===== src/rtl/mycpu_pkg.sv =====
// Shared CPU types used by the load-response path.
// Contents: word_t, msize_t, memory_args_t (load/store descriptor), load_state_t
// (load-response FSM states), and is_misaligned() for the address-error check.
package mycpu_pkg;

    typedef logic [31:0] word_t;

    typedef enum logic [1:0] {
        MSIZE1 = 2'd0,
        MSIZE2 = 2'd1,
        MSIZE4 = 2'd2
    } msize_t;

    typedef struct packed {
        logic   valid;
        logic   write;
        msize_t msize;
        word_t  addr;
    } memory_args_t;

    typedef enum logic [2:0] {
        IDLE,
        REQ,
        WAIT,
        HOLD,
        DRAIN
    } load_state_t;

    // Halfwords need an even address, words a 4-byte aligned one.
    function automatic logic is_misaligned(input msize_t msize, input logic [1:0] offset);
        case (msize)
            MSIZE2:  return offset[0];
            MSIZE4:  return offset != 2'b00;
            default: return 1'b0;
        endcase
    endfunction

endpackage


===== src/rtl/memory_load_resp_if.sv =====
// Data-bus request/response bundle between a load unit and memory.
// Signals: dreq_valid/dreq_addr/dreq_size (request, from master),
//          addr_ok (request accepted), data_ok + resp_data (read response).
// Modports: master = load unit side, slave = memory side.
interface memory_load_resp_if;
    import mycpu_pkg::*;

    logic   dreq_valid;
    word_t  dreq_addr;
    msize_t dreq_size;
    logic   addr_ok;
    logic   data_ok;
    word_t  resp_data;

    modport master (
        output dreq_valid, dreq_addr, dreq_size,
        input  addr_ok, data_ok, resp_data
    );

    modport slave (
        input  dreq_valid, dreq_addr, dreq_size,
        output addr_ok, data_ok, resp_data
    );

endinterface


===== src/rtl/memory_load_extract.sv =====
// Selects the addressed byte/halfword out of a bus read word and extends it.
// Ports: resp_data (bus word), msize (access size), offset (addr[1:0]),
//        ld_unsigned (1 = zero-extend, 0 = sign-extend), data (32-bit result).
module memory_load_extract
    import mycpu_pkg::*;
(
    input  word_t      resp_data,
    input  msize_t     msize,
    input  logic [1:0] offset,
    input  logic       ld_unsigned,
    output word_t      data
);

    logic [7:0]  byte_sel;
    logic [15:0] half_sel;

    always_comb begin
        case (offset)
            2'd0:    byte_sel = resp_data[7:0];
            2'd1:    byte_sel = resp_data[15:8];
            2'd2:    byte_sel = resp_data[23:16];
            default: byte_sel = resp_data[31:24];
        endcase

        half_sel = offset[1] ? resp_data[31:16] : resp_data[15:0];

        case (msize)
            MSIZE1:  data = {{24{~ld_unsigned & byte_sel[7]}}, byte_sel};
            MSIZE2:  data = {{16{~ld_unsigned & half_sel[15]}}, half_sel};
            default: data = resp_data;
        endcase
    end

endmodule


===== src/rtl/memory_load_resp.sv =====
// Load-response engine: issues one word-aligned bus read per accepted load,
// extracts/extends the addressed bytes, and holds the result until consumed.
// Misaligned accesses skip the bus and report exc_adel with rdata=0.
// Flush withdraws an unaccepted request, or drains an accepted one so its
// data never reaches the result port.
// Ports: clk, resetn (async, active-low); MemoryArgs/start/ld_unsigned (issue);
//        flush; bus (request/response, master side);
//        out_valid/out_ready/rdata/exc_adel (result); busy (not IDLE).
module memory_load_resp
    import mycpu_pkg::*;
(
    input  logic                       clk,
    input  logic                       resetn,
    input  memory_args_t               MemoryArgs,
    input  logic                       start,
    input  logic                       ld_unsigned,
    input  logic                       flush,
    memory_load_resp_if.master         bus,
    output logic                       out_valid,
    input  logic                       out_ready,
    output word_t                      rdata,
    output logic                       exc_adel,
    output logic                       busy
);

    load_state_t state, state_nx;

    word_t  addr_q;
    msize_t msize_q;
    logic   uns_q;
    logic   exc_q;
    word_t  rdata_q;
    word_t  ext_data;

    logic accept;
    logic misaligned;

    assign accept     = (state == IDLE) && start && MemoryArgs.valid && !MemoryArgs.write;
    assign misaligned = is_misaligned(MemoryArgs.msize, MemoryArgs.addr[1:0]);

    memory_load_extract u_extract (
        .resp_data   (bus.resp_data),
        .msize       (msize_q),
        .offset      (addr_q[1:0]),
        .ld_unsigned (uns_q),
        .data        (ext_data)
    );

    // State register
    always_ff @(posedge clk or negedge resetn) begin
        if (!resetn) state <= IDLE;
        else         state <= state_nx;
    end

    // Next-state logic
    always_comb begin
        state_nx = state;
        case (state)
            IDLE: begin
                if (accept) state_nx = misaligned ? HOLD : REQ;
            end
            REQ: begin
                // Without addr_ok the request can simply be withdrawn; once
                // accepted, a response is owed and must be drained.
                if (flush)             state_nx = bus.addr_ok ? DRAIN : IDLE;
                else if (bus.addr_ok)  state_nx = WAIT;
            end
            WAIT: begin
                if (flush)             state_nx = bus.data_ok ? IDLE : DRAIN;
                else if (bus.data_ok)  state_nx = HOLD;
            end
            HOLD: begin
                if (flush || out_ready) state_nx = IDLE;
            end
            DRAIN: begin
                if (bus.data_ok) state_nx = IDLE;
            end
            default: state_nx = IDLE;
        endcase
    end

    // Outputs decoded from state
    always_comb begin
        bus.dreq_valid = (state == REQ);
        out_valid      = (state == HOLD);
        busy           = (state != IDLE);
        exc_adel       = (state == HOLD) && exc_q;
    end

    assign bus.dreq_addr = {addr_q[31:2], 2'b00};
    assign bus.dreq_size = msize_q;
    assign rdata         = rdata_q;

    // Descriptor capture and result latch. rdata is cleared on issue so an
    // address-error result reads back as zero.
    always_ff @(posedge clk or negedge resetn) begin
        if (!resetn) begin
            addr_q  <= '0;
            msize_q <= MSIZE1;
            uns_q   <= 1'b0;
            exc_q   <= 1'b0;
            rdata_q <= '0;
        end else begin
            if (accept) begin
                addr_q  <= MemoryArgs.addr;
                msize_q <= MemoryArgs.msize;
                uns_q   <= ld_unsigned;
                exc_q   <= misaligned;
                rdata_q <= '0;
            end else if ((state == WAIT) && bus.data_ok && !flush) begin
                rdata_q <= ext_data;
            end
        end
    end

endmodule

===== src/flat_wrapper.sv =====
// flat-port wrapper written by rule: the top's interface ports become plain ports
module memory_load_resp_flat import mycpu_pkg::*;
  (clk, resetn, MemoryArgs, start, ld_unsigned, flush, out_valid, out_ready, rdata, exc_adel, busy, bus_dreq_valid, bus_dreq_addr, bus_dreq_size, bus_addr_ok, bus_data_ok, bus_resp_data);
  memory_load_resp_if bus_i ();
  input  logic clk;
  input  logic resetn;
  input  memory_args_t MemoryArgs;
  input  logic start;
  input  logic ld_unsigned;
  input  logic flush;
  output logic out_valid;
  input  logic out_ready;
  output word_t rdata;
  output logic exc_adel;
  output logic busy;
  output wire logic [$bits(bus_i.dreq_valid)-1:0] bus_dreq_valid;
  output wire logic [$bits(bus_i.dreq_addr)-1:0] bus_dreq_addr;
  output wire logic [$bits(bus_i.dreq_size)-1:0] bus_dreq_size;
  input wire logic [$bits(bus_i.addr_ok)-1:0] bus_addr_ok;
  input wire logic [$bits(bus_i.data_ok)-1:0] bus_data_ok;
  input wire logic [$bits(bus_i.resp_data)-1:0] bus_resp_data;
  assign bus_dreq_valid = bus_i.dreq_valid;
  assign bus_dreq_addr = bus_i.dreq_addr;
  assign bus_dreq_size = bus_i.dreq_size;
  assign bus_i.addr_ok = bus_addr_ok;
  assign bus_i.data_ok = bus_data_ok;
  assign bus_i.resp_data = bus_resp_data;
  memory_load_resp u_core (.clk(clk), .resetn(resetn), .MemoryArgs(MemoryArgs), .start(start), .ld_unsigned(ld_unsigned), .flush(flush), .bus(bus_i), .out_valid(out_valid), .out_ready(out_ready), .rdata(rdata), .exc_adel(exc_adel), .busy(busy));
endmodule

===== config.mk =====
export PLATFORM = sky130hd
export DESIGN_NAME = memory_load_resp_flat
export DESIGN_NICKNAME = d
export VERILOG_FILES = /design/src/rtl/mycpu_pkg.sv /design/src/rtl/memory_load_resp_if.sv /design/src/rtl/memory_load_extract.sv /design/src/rtl/memory_load_resp.sv /design/src/flat_wrapper.sv
export SDC_FILE = /design/constraint.sdc
export NUM_CORES = 1
export LEC_CHECK = 0
export BUFFER_PORTS_ARGS = -buffer_cell sky130_fd_sc_hd__buf_2
export CAP_MARGIN = 20
export CORE_MARGIN = 2
export CORE_UTILIZATION = 49
export DETAILED_ROUTE_END_ITERATION = 10
export PLACE_DENSITY = 0.81
export SETUP_SLACK_MARGIN = 0.15
export SLEW_MARGIN = 15
export SYNTH_ARGS = -nofsm -noshare
export SYNTH_HDL_FRONTEND = slang
export SYNTH_SLANG_ARGS = --single-unit

===== constraint.sdc =====
create_clock -name clk -period 4 [get_ports clk]
set_clock_uncertainty 0.15 [all_clocks]
set_input_delay 0.2 -clock clk [delete_from_list [all_inputs] [get_ports clk]]
set_output_delay 0.2 -clock clk [all_outputs]
set_load 0.005 [all_outputs]

== Word-level counts from Yosys, hierarchy flattened ==
Cells that the tools add are included.

* Memories kept: 0
* Memory bits (read-only): 0
* RAM bits: 0
* Input bits: 76
* Output and inout port bits: 70
* Bits in registers: 71
* Latch bits: 0
* Word-level logic and storage cells: 56

* Shift operators: 0
* Div/mod/pow operators: 0
* Multiply operators: 0
* Reduce and logical (&&, ||, !) cells: 16
* Bitwise operators: 3
* Mux-type cells: 17
* Magnitude comparators: 0
* Equal/unequal tests: 14
* Add/sub/neg operators: 0

{| class="wikitable"
|+ Operators by type and width
! cell !! number
|-
| $mux 32 || 2
|-
| $pmux 32 s2 || 1
|-
| $mux 3 || 9
|-
| $pmux 8 s3 || 1
|-
| $mux 16 || 1
|-
| $pmux 3 s5 || 1
|-
| $eq 2x1->1 const B || 3
|-
| $eq 3x2->1 const B || 2
|-
| $logic_and 1x1->1 || 6
|-
| $reduce_and 5->1 || 1
|-
| $eq 2x2->1 const B || 2
|-
| $logic_not 2->1 || 2
|-
| $ne 2x1->1 const B || 2
|-
| $reduce_bool 2->1 || 2
|-
| $eq 3x1->1 const B || 1
|-
| $eq 3x3->1 const B || 1
|-
| $logic_not 3->1 || 1
|-
| $ne 3x2->1 const B || 1
|-
| $ne 3x3->1 const B || 1
|-
| $reduce_bool 3->1 || 1
|-
| $and 1x1->1 || 2
|-
| $logic_not 1->1 || 2
|-
| $mux 2 || 1
|-
| $ne 2x2->1 const B || 1
|-
| 3 further kinds || 3
|}

== Longest topological paths before layout ==
* Depth after elaboration: 6
* Mapped depth: 7
* Depth with buffers taken out: 6

== By module ==
Synthesis repeated with hierarchy kept, for this count alone.

* Cell total of the unflattened synthesis: 396
* Area total of the unflattened synthesis: 4,176.5 um2

{| class="wikitable"
|+ Modules (own cells, without submodules)
! module !! sequential area each (um2) !! area an instance (um2) !! cells an instance !! instances
|-
| memory_load_resp || 1,776.7 || 3,330.7 || 281 || 1
|-
| memory_load_extract || 0.0 || 845.8 || 115 || 1
|}

== Worst setup path after synthesis ==
OpenSTA, ideal clock, no wires.

* Path kind: reg2reg
* Start point: register u_core.state[2]
* End point: register u_core.addr_q[0]
* Library setup time: 0.125 ns
* Data arrival time: 1.592 ns
* Data required time: 3.725 ns
* Cell stages (with the launch flop): 7
* Period minus slack after synthesis: 1.867 ns
* Buffers on the path: 2
* Slack: 2.133 ns
* Path through: dfrtp_1 nor2_4 nand2_2 or3_1 buf_6 buf_12 mux2_4

* Longest elaborated chain between the ends: 4

{| class="wikitable"
|+ RTL lines
! what !! line !! source
|-
| start: declaration || memory_load_resp.sv:26 || <nowiki>load_state_t state, state_nx;</nowiki>
|-
| start signal: assignment || memory_load_resp.sv:52 || <nowiki>else state <= state_nx;</nowiki>
|-
| $logic_not 3->1 || memory_load_resp.sv:38 || <nowiki>assign accept = (state == IDLE) && start && MemoryArgs.valid && !MemoryArgs.write;</nowiki>
|-
| $logic_and 1x1->1 (3 in a row) || memory_load_resp.sv:38 ||
|-
| end signal: assignment || memory_load_resp.sv:105 || <nowiki>addr_q <= MemoryArgs.addr;</nowiki>
|-
| end: declaration || memory_load_resp.sv:28 || <nowiki>word_t addr_q;</nowiki>
|}

No other way between the ends.
A chain may end at the register's enable or synchronous reset.

== Worst setup path after layout ==
* Start point: register u_core.state[0]
* End point: register u_core.addr_q[8]

The elaborated chain is that of the path after synthesis.

==> summary.txt <==
Outcome
  • Status: finished, final reports clean

Cells and area
  • Layout cells sized above 1: 0.444
  • Nets: 560
  • Area grow syn2layout: 35.7%
  • Final-layout fill cell count: 530
  • Post-route cell area: 0.00500 mm2

Setup path
  • Worst R2R Start: u_core.state[0]
  • CP Launch Type: register
  • Worst R2R Setup Slack: 1.58 ns
  • CP arrival: 2.48 ns
  • Crit Path Max Fanout: 36
  • WP data required: 4.07 ns
  • Crit. End Element: register
  • Reg2Reg Depth: 4
  • Kind of critical path: register to register
  • Critical R2R Capture: u_core.addr_q[8]

Logic synthesis
  • Sequential fraction of the synthesis area: 0.482
  • Average size of a mapped cell: 11.7 um2
  • Area leader, netlist: dfrtp_1
  • Async set-or-reset flop fraction in the synthesized netlist: 1.00
  • Top post-synthesis cells by count: dfrtp_1, nand2_1, buf_4, mux2_4
  • Synth Flop Type: dfrtp_1
  • Most numerous cell in the Yosys netlist: dfrtp_1
  • Top-area cell type share of the netlist area: 0.482
  • Post-synth EDFFs: 0
  • Largest cells by area after synthesis: dfrtp_1, mux2_4, buf_4, mux2_2, nand2_1
  • Syn Inst Count: 315
  • Mapped Area: 0.00368 mm2
  • Register bit total from synthesis: 71
  • Synth cell types: 44
  • Synth Warn #: 0

Timing
  • Worst-margin pin slew: 1.14 ns
  • Crit share post-route: 0.604
  • RSZ-0062 raised after global routing: no
  • Slew headroom: 0.228
  • Setup TNS: 0 ns
  • Final min period: 2.42 ns
  • Final setup fails: 0
  • Final WS setup: 1.58 ns
  • Final slew viol count: 0
  • Hold Fails Final Rpt: 0
  • Max Clk Rate: 414 MHz

Route
  • Vias per cell: 5.32
  • DR iter-0 viols: 185
  • Residual DRC: 0
  • Antenna viol nets, final: 0
  • Routed WL: 10,100 um
  • DR pass1 iterations: 5
  • Avg WL per Cell: 17.3 um
  • Via count: 3,124

Floorplan
  • I/O pin count: 146
  • Die Width: 90.7 um
  • Die footprint: 0.00823 mm2
  • Starting Density: 0.508
  • Die Y: 90.7 um
  • Core area: 0.00725 mm2
  • Row count: 31

Flow run
  • Max-Cap Viols: 0

Min path
  • Hold WC Path Type: input port to register
  • Min-delay src: out_ready
  • Worst Hold End: u_core.state[0]
  • Hold depth: 3

CTS
  • CTS tree: yes
  • CTS Buffer Depth: 2
  • Count of clock tree sinks: 71
  • Reg clk slew, reported paths: 0.08 ns
  • CTS H-Tree Depth: 3
  • Root cell of the clock tree: clkbuf_8
  • Cts bufs inserted: 9
  • Clock Latency Late Sink: 0.34 ns

Global route
  • Overflow after GRT: 0
  • Vias in the first global route: 3,256
  • Global-route wire length before repair: 16,400 um
  • Largest net degree at the start of global routing: 43
  • Initial antenna violation count: 0
  • Aggregate global-route resource usage: 0.253

Power
  • Leak pwr: 2.68 nW
  • Power Density: 630 mW/mm2
  • Peak VDD IR: 0.273 mV

Placement
  • Pre-CTS WS: 1.60 ns
  • Placement Cell Area: 0.00419 mm2
  • DP HPWL: 6530 um
  • Port Buf Inserts: 143
  • Placer Congestion: 0.943
power by group:
group / total (mW) / leakage [nW] / internal, mW / switching (mW)
Combinational: 1.20 / 1.66 / 0.704 / 0.494
Clock: 0.658 / 0.112 / 0.384 / 0.274
Sequential: 1.30 / 0.902 / 1.03 / 0.265
per-stage QoR:
stage          hold WS, ns  total power [mW]   util  instances
3_3_place_gp         0.209              2.38  0.577        512
3_5_place_dp         0.244              2.43  0.577        512
4_1_cts             0.0325              3.13  0.689        586
6_report            0.0469              3.15  0.689        587
2_1_floorplan       -0.246              2.15      -        316
5_1_grt             0.0686              3.34  0.689        586
kinds of logic after synthesis:
group	share of synthesized area
compound gates	0.102
buf+inv	0.108
fa+ha+maj	0.00679
mux	0.203
simple gates	0.0968
other cells	0.00102
flops	0.482
repair_timing:
action,4_1_cts,5_1_grt
hold buffers,58,0
setup buffers,0,0
hold endpoints to repair,98,0
gates resized for setup,0,0
cell usage in the layout (no fill, tap or decap), types with 2 or more instances in the layout:
| cell type | count |
|---|---|
| a21oi_1 | 2 |
| a221oi_1 | 3 |
| a222oi_1 | 5 |
| a22oi_1 | 18 |
| and2_1 | 2 |
| and3_1 | 2 |
| buf_2 | 143 |
| buf_4 | 4 |
| bufinv_16 | 2 |
| clkbuf_8 | 11 |
| clkinvlp_4 | 2 |
| conb_1 | 2 |
| dfrtp_1 | 71 |
| dlygate4sd3_1 | 58 |
| ha_1 | 2 |
| inv_1 | 6 |
| mux2_2 | 18 |
| mux2_4 | 29 |
| mux2i_1 | 11 |
| nand2_1 | 40 |
| nand2b_1 | 4 |
| nand3b_1 | 3 |
| nor2_1 | 7 |
| nor3_1 | 6 |
| o21ai_0 | 15 |
| o22ai_1 | 2 |
worst max-delay path, stage by stage, from the launching register on:
cell and delay (ns):
dfrtp_1 0.49, nor2_4 0.18, nand2_2 0.07, or3_2 0.91
mux2_4 0.47
metal layers:
layer,global-route usage,vias to the layer above,share of wire,routed length [um]
met2,0.409,158,0.48,4870
met3,0.0484,34,0.062,634
met4,0.147,0,0.039,397
li1,-,1423,-,-
met1,0.316,1509,0.42,4240
met5,0,-,0,0
state kept, by name (all words and copies together), names as in the netlist:
name                  count
u_core.rdata             32
u_core.uns_q              1
u_core.bus.dreq_size      2
u_core.addr_q            32
u_core.exc_q              1
u_core.state              3
final cells by class:
class / instances / area [um2] / share of cell area
clock inverters: 5 / 80.1 / 0.0160
flip-flops and latches: 71 / 1780 / 0.355
diodes: 1 / 2.50 / 0.000500
repair buffers: 205 / 1330 / 0.265
multi-input cells: 189 / 1520 / 0.303
inverters: 6 / 22.5 / 0.00450
clock buffers: 11 / 151 / 0.0303
well taps: 99 / 124 / 0.0248
worst max path at each step:
stage	from	to	slack, ns
global route	u_core.state[0]	u_core.addr_q[9]	1.50
CTS	u_core.state[2]	u_core.addr_q[9]	1.59
finish	u_core.state[0]	u_core.addr_q[8]	1.58
floorplan	u_core.state[2]	u_core.addr_q[0]	2.13
global placement	u_core.state[0]	u_core.addr_q[21]	1.68
detailed placement	u_core.state[2]	u_core.addr_q[20]	1.60
Note: power is estimated with default switching activity, not from simulation.
